### config.mk
export PLATFORM = sky130hd
export DESIGN_NAME = md_issue_ctrl
export DESIGN_NICKNAME = d
export VERILOG_FILES = /design/src/rtl/md_issue_ctrl.sv
export SDC_FILE = /design/constraint.sdc
export NUM_CORES = 1
export LEC_CHECK = 0
export CAP_MARGIN = 20
export CORE_MARGIN = 5
export CORE_UTILIZATION = 36
export DETAILED_ROUTE_END_ITERATION = 6
export PLACE_DENSITY_LB_ADDON = 0.25
export SLEW_MARGIN = 20
export SYNTH_ARGS = -nofsm -noshare
export SYNTH_HDL_FRONTEND = slang
export SYNTH_SLANG_ARGS = --single-unit
export TNS_END_PERCENT = 5
### constraint.sdc
create_clock -name clk -period 2.8 [get_ports clk]
set_clock_uncertainty 0.2 [all_clocks]
set_input_delay 0.56 -clock clk [delete_from_list [all_inputs] [get_ports clk]]
set_output_delay 0.56 -clock clk [all_outputs]
set_load 0.02 [all_outputs]
### src/rtl/md_issue_ctrl.sv
// Purpose: E-stage initiator for the mult/div unit (issue, BUSY tracking, HI/LO readback, hang detect).
// Latency: START/op/operands registered one cycle after accept; mfhi/mflo data is combinational in IDLE.
// Backpressure: stall_e holds md-class E instructions while an op is in flight; non-md never stalls.
//
// Ports:
//   clk, reset (async, active-low)
//   e_valid, e_op[3:0], e_rs, e_rt, int_req      - E-stage instruction and squash
//   xalu_busy, xalu_hi, xalu_lo                  - status/results from the unit
//   xalu_start, xalu_op[2:0], xalu_a, xalu_b,
//   xalu_int_req                                 - registered controls to the unit
//   stall_e, md_result, md_result_valid, err     - pipeline side
module md_issue_ctrl #(
    parameter int TIMEOUT = 16,
    parameter int CW      = 5
) (
    input  logic        clk,
    input  logic        reset,
    input  logic        e_valid,
    input  logic [3:0]  e_op,
    input  logic [31:0] e_rs,
    input  logic [31:0] e_rt,
    input  logic        int_req,
    input  logic        xalu_busy,
    input  logic [31:0] xalu_hi,
    input  logic [31:0] xalu_lo,
    output logic        xalu_start,
    output logic [2:0]  xalu_op,
    output logic [31:0] xalu_a,
    output logic [31:0] xalu_b,
    output logic        xalu_int_req,
    output logic        stall_e,
    output logic [31:0] md_result,
    output logic        md_result_valid,
    output logic        err
);

    typedef enum logic [1:0] {
        S_IDLE  = 2'd0,
        S_START = 2'd1,
        S_MT    = 2'd2,
        S_WAIT  = 2'd3
    } state_t;

    localparam logic [2:0]    OP_IDLE = 3'b111;
    localparam logic [CW-1:0] TMO     = CW'(TIMEOUT);

    state_t        state;
    logic [CW-1:0] cnt;
    logic          md_class;
    logic          accept;
    logic [3:0]    op_m1;

    assign md_class = e_valid && (e_op >= 4'd1) && (e_op <= 4'd8);
    assign accept   = md_class && (state == S_IDLE) && !int_req;
    assign op_m1    = e_op - 4'd1;

    // The unit cannot abort, so interrupts are filtered here and never forwarded.
    assign xalu_int_req = 1'b0;

    // Anything md-class must wait until the unit is back to IDLE; an accepted
    // instruction is by definition in IDLE and so never stalled.
    assign stall_e = md_class && (state != S_IDLE);

    always_comb begin
        md_result_valid = 1'b0;
        md_result       = 32'd0;
        if ((state == S_IDLE) && e_valid && !int_req &&
            ((e_op == 4'd7) || (e_op == 4'd8))) begin
            md_result_valid = 1'b1;
            md_result       = (e_op == 4'd7) ? xalu_hi : xalu_lo;
        end
    end

    always_ff @(posedge clk or negedge reset) begin
        if (!reset) begin
            state      <= S_IDLE;
            xalu_start <= 1'b0;
            xalu_op    <= OP_IDLE;
            xalu_a     <= 32'd0;
            xalu_b     <= 32'd0;
            cnt        <= '0;
            err        <= 1'b0;
        end else begin
            case (state)
                S_IDLE: begin
                    if (accept && (e_op <= 4'd4)) begin
                        xalu_start <= 1'b1;
                        xalu_op    <= op_m1[2:0];
                        xalu_a     <= e_rs;
                        xalu_b     <= e_rt;
                        state      <= S_START;
                    end else if (accept && ((e_op == 4'd5) || (e_op == 4'd6))) begin
                        xalu_op <= (e_op == 4'd5) ? 3'b100 : 3'b101;
                        xalu_a  <= e_rs;
                        state   <= S_MT;
                    end
                end
                S_START: begin
                    xalu_start <= 1'b0;
                    xalu_op    <= OP_IDLE;
                    cnt        <= '0;
                    state      <= S_WAIT;
                end
                S_MT: begin
                    xalu_op <= OP_IDLE;
                    state   <= S_IDLE;
                end
                S_WAIT: begin
                    if (xalu_busy) begin
                        // Saturate so a hung unit cannot wrap the counter and clear the condition.
                        if (cnt != TMO) begin
                            cnt <= cnt + CW'(1);
                        end
                        // err rises on the same edge the counter reaches TIMEOUT.
                        if (cnt == (TMO - CW'(1))) begin
                            err <= 1'b1;
                        end
                    end else begin
                        state <= S_IDLE;
                    end
                end
                default: state <= S_IDLE;
            endcase
        end
    end

endmodule

==> metrics.cfg <==
[global_routing]
overflow=0
grt_pass1_vias=3637
top_usage_layer=met2
grt_pass1_wl_um=18600
use_met3=0.0650
grt_util_all_layers=0.188
antenna_found_initial=0
grt_max_degree=77
grtUsageMet2=0.352
met1_usage=0.191

[critical_path]
crit_buf_inv=4
slowest_delay_ps=330
critPathCaptureType=primary output
r2r-end=xalu_a[1]
crit_top_cell=buf_4
path_cells=dlygate4sd2_1 > nand3b_1 > a211o_1 > buf_4 > buf_12 > a21oi_1 > buf_4
critPathRequiredTime_ps=2040
arrival_ps=1970
critical-path-slowest-cell=a211o_1
r2r_cells=6
rr_startpoint=state[1]
path_delay_family=buffers and inverters
r2r_setup_slack_ps=230
cp-start-kind=primary input
path_class=in -> out
worst-path-max-fanout=17

[power_and_ir_drop]
seqPwrFrac=0.340
ir_drop_mv=0.397
power.switching_mw=1.94
power.internal_mw=3.54
powerDensity_nw_per_um2=833
power_frac_clock=0.155
p_sw_frac=0.354
cellLeakagePower_nw=2.87
total_power_mw=5.48
combPwrFrac=0.505

[synth]
syn_area_per_cell_um2=11.0
syn_inst=333
ys_ff_latch=76
synth_area_leaders=dfrtp_1, mux2_2, mux2_1
synth_cell_types=40
yosys_warnings=0
netlist_area_um2=3680
yosysTopAreaCellShare=0.497
yosysTopAreaCell=dfrtp_1
synthesis.nets=480
yosysSeqAreaShare=0.518

[timing]
setup_viol_count_final=0
slew_violations=0
rsz0062_at_grt=no
worstMarginPinSlew_ps=977
clock.fmax_mhz=367
relSlewSlack=0.347
finalCritPeriodShare=0.974
hold_violations=0
fin_crit_ps=2730

[cells_and_area]
nets=734
fillers=752
utilization=0.667
final_common_cell=clkdlybuf4s50_1
drive_gt1_frac=0.233
final_cell_mix=clkdlybuf4s50_1, dfrtp_1, nand2_1
syn2layout_area_growth_pct=78.9
multi_input_area_um2=1710
seq_area_um2=1910
antenna_cells=0

[die]
fp.dieW_um=111
start_util=0.373
core_area_um2=9860
dieHeight_um=111
rows=36
io_pins=241
die-area_um2=12300

[clocking]
cts_root_buf=clkbuf_8
cts_buffers=9
cts_tree=done
cts_max_level=3
cts_buffer_depth=2
clkSlewWorstSetupHoldPaths_ps=80
insertion_delay_ps=340
cts.sinks=76

[routing]
drc=0
vias=3473
antenna_left=0
dr.first_iter.drc_count=154
drt_first_pass_iters=4
routedWlPerCell_um=16.7
routed_wl_um=12100
viasPerCell=4.79

[placed_design]
hpwl_um=9540
globalplace.congestion=0.820
placement.io_buffers=239

[job]
max_cap_violations=0

[outcome]
status=completed

[hold_path]
hp-class=in -> async

[flip-flops by register name, indices dropped and copies added (netlist names)]
register / count
err: 1
state: 2
xalu_b: 32
cnt: 5
xalu_a: 32
xalu_start: 1
xalu_op: 3
[worst reg2reg max path, delay by kind of cell (launching register included)]
| family | cells | cell delay [ps] |
|---|---|---|
| simple gates | 2 | 1000 |
| flops | 1 | 410 |
| buf+inv | 2 | 210 |
| fa+ha+maj | 1 | 190 |
| mux | 1 | 440 |
[power groups by stage]
| stage | combinational, mW | clock, mW | sequential [mW] |
|---|---|---|---|
| after floorplan | 0.683 | 0 | 2.49 |
| after global placement | 2.75 | 0 | 1.85 |
| after detailed placement | 2.79 | 0 | 1.89 |
| after CTS | 2.80 | 0.876 | 1.87 |
| after global routing | 2.93 | 0.918 | 1.93 |
| final | 2.77 | 0.848 | 1.86 |
[metrics by stage]
step	area (um^2)	std cells	setup slack, ps	TNS (ps)	hold slack (ps)
detailed placement	6370	707	-649	-46820	259
global route	6580	725	1.94	0	63.6
finish	6580	725	73.4	0	43.0
CTS	6530	725	-34.9	-559	45.7
global placement	6370	707	-585	-41470	255
floorplan	3680	333	251	0	64.4
[synth_stat cells (all sizes together)]
cell     count
dfrtp       73
nand2       70
mux2        66
a21oi       36
clkbuf      11
inv         11
ha          10
buf          8
nor2         7
mux2i        4
dfstp        3
and3         2
nand2b       2
nand3b       2
nor2b        2
nor4bb       2
o21ai        2
o311a        2
xnor2        2
a211o        1
a22o         1
a31o         1
and3b        1
conb         1
nand3        1
nand4        1
nand4bb      1
nor3         1
nor3b        1
nor4b        1
o21a         1
o22a         1
o31ai        1
or2          1
or3b         1
or4          1
or4b         1
[per-layer routing]
metal / wire length [um] / up-vias / share of wire
met5: 0 / - / 0
met4: 266 / 0 / 0.022
met3: 1140 / 21 / 0.094
met2: 6180 / 186 / 0.51
met1: 4530 / 1623 / 0.37
li1: - / 1643 / -
[worst max path at each step]
stage	startpoint	to	slack [ps]	cells after the start
6_report	e_op[3]	md_result[27]	70	7
2_1_floorplan	e_op[0]	md_result[15]	250	6
5_1_grt	state[1]	md_result[27]	2	8
4_1_cts	e_op[0]	md_result[12]	-30	9
3_3_place_gp	e_op[0]	md_result[14]	-580	7
3_5_place_dp	e_op[0]	md_result[14]	-650	7
[what timing repair did]
action                     4_1_cts  5_1_grt
setup buffers                    1        0
pin swaps                        1        1
setup endpoints to repair       66       33
hold buffers                     0        0
cloned                           1        0
gates resized for setup        174       21
[cells by family after synthesis]
kind of cell,synth area share
compound gates,0.0718
xor+xnor,0.00477
fa+ha+maj,0.0340
buf+inv,0.0354
flops,0.518
mux,0.213
other cells,0.00102
simple gates,0.122
[final cells by class]
class / instances / share of cell area
repair buffers: 262 / 0.387
flip-flops and latches: 76 / 0.290
multi-input cells: 227 / 0.261
well taps: 133 / 0.0253
clock buffers: 11 / 0.0215
clock inverters: 5 / 0.00913
inverters: 11 / 0.00628
Note: power is estimated with default switching activity, not from simulation.
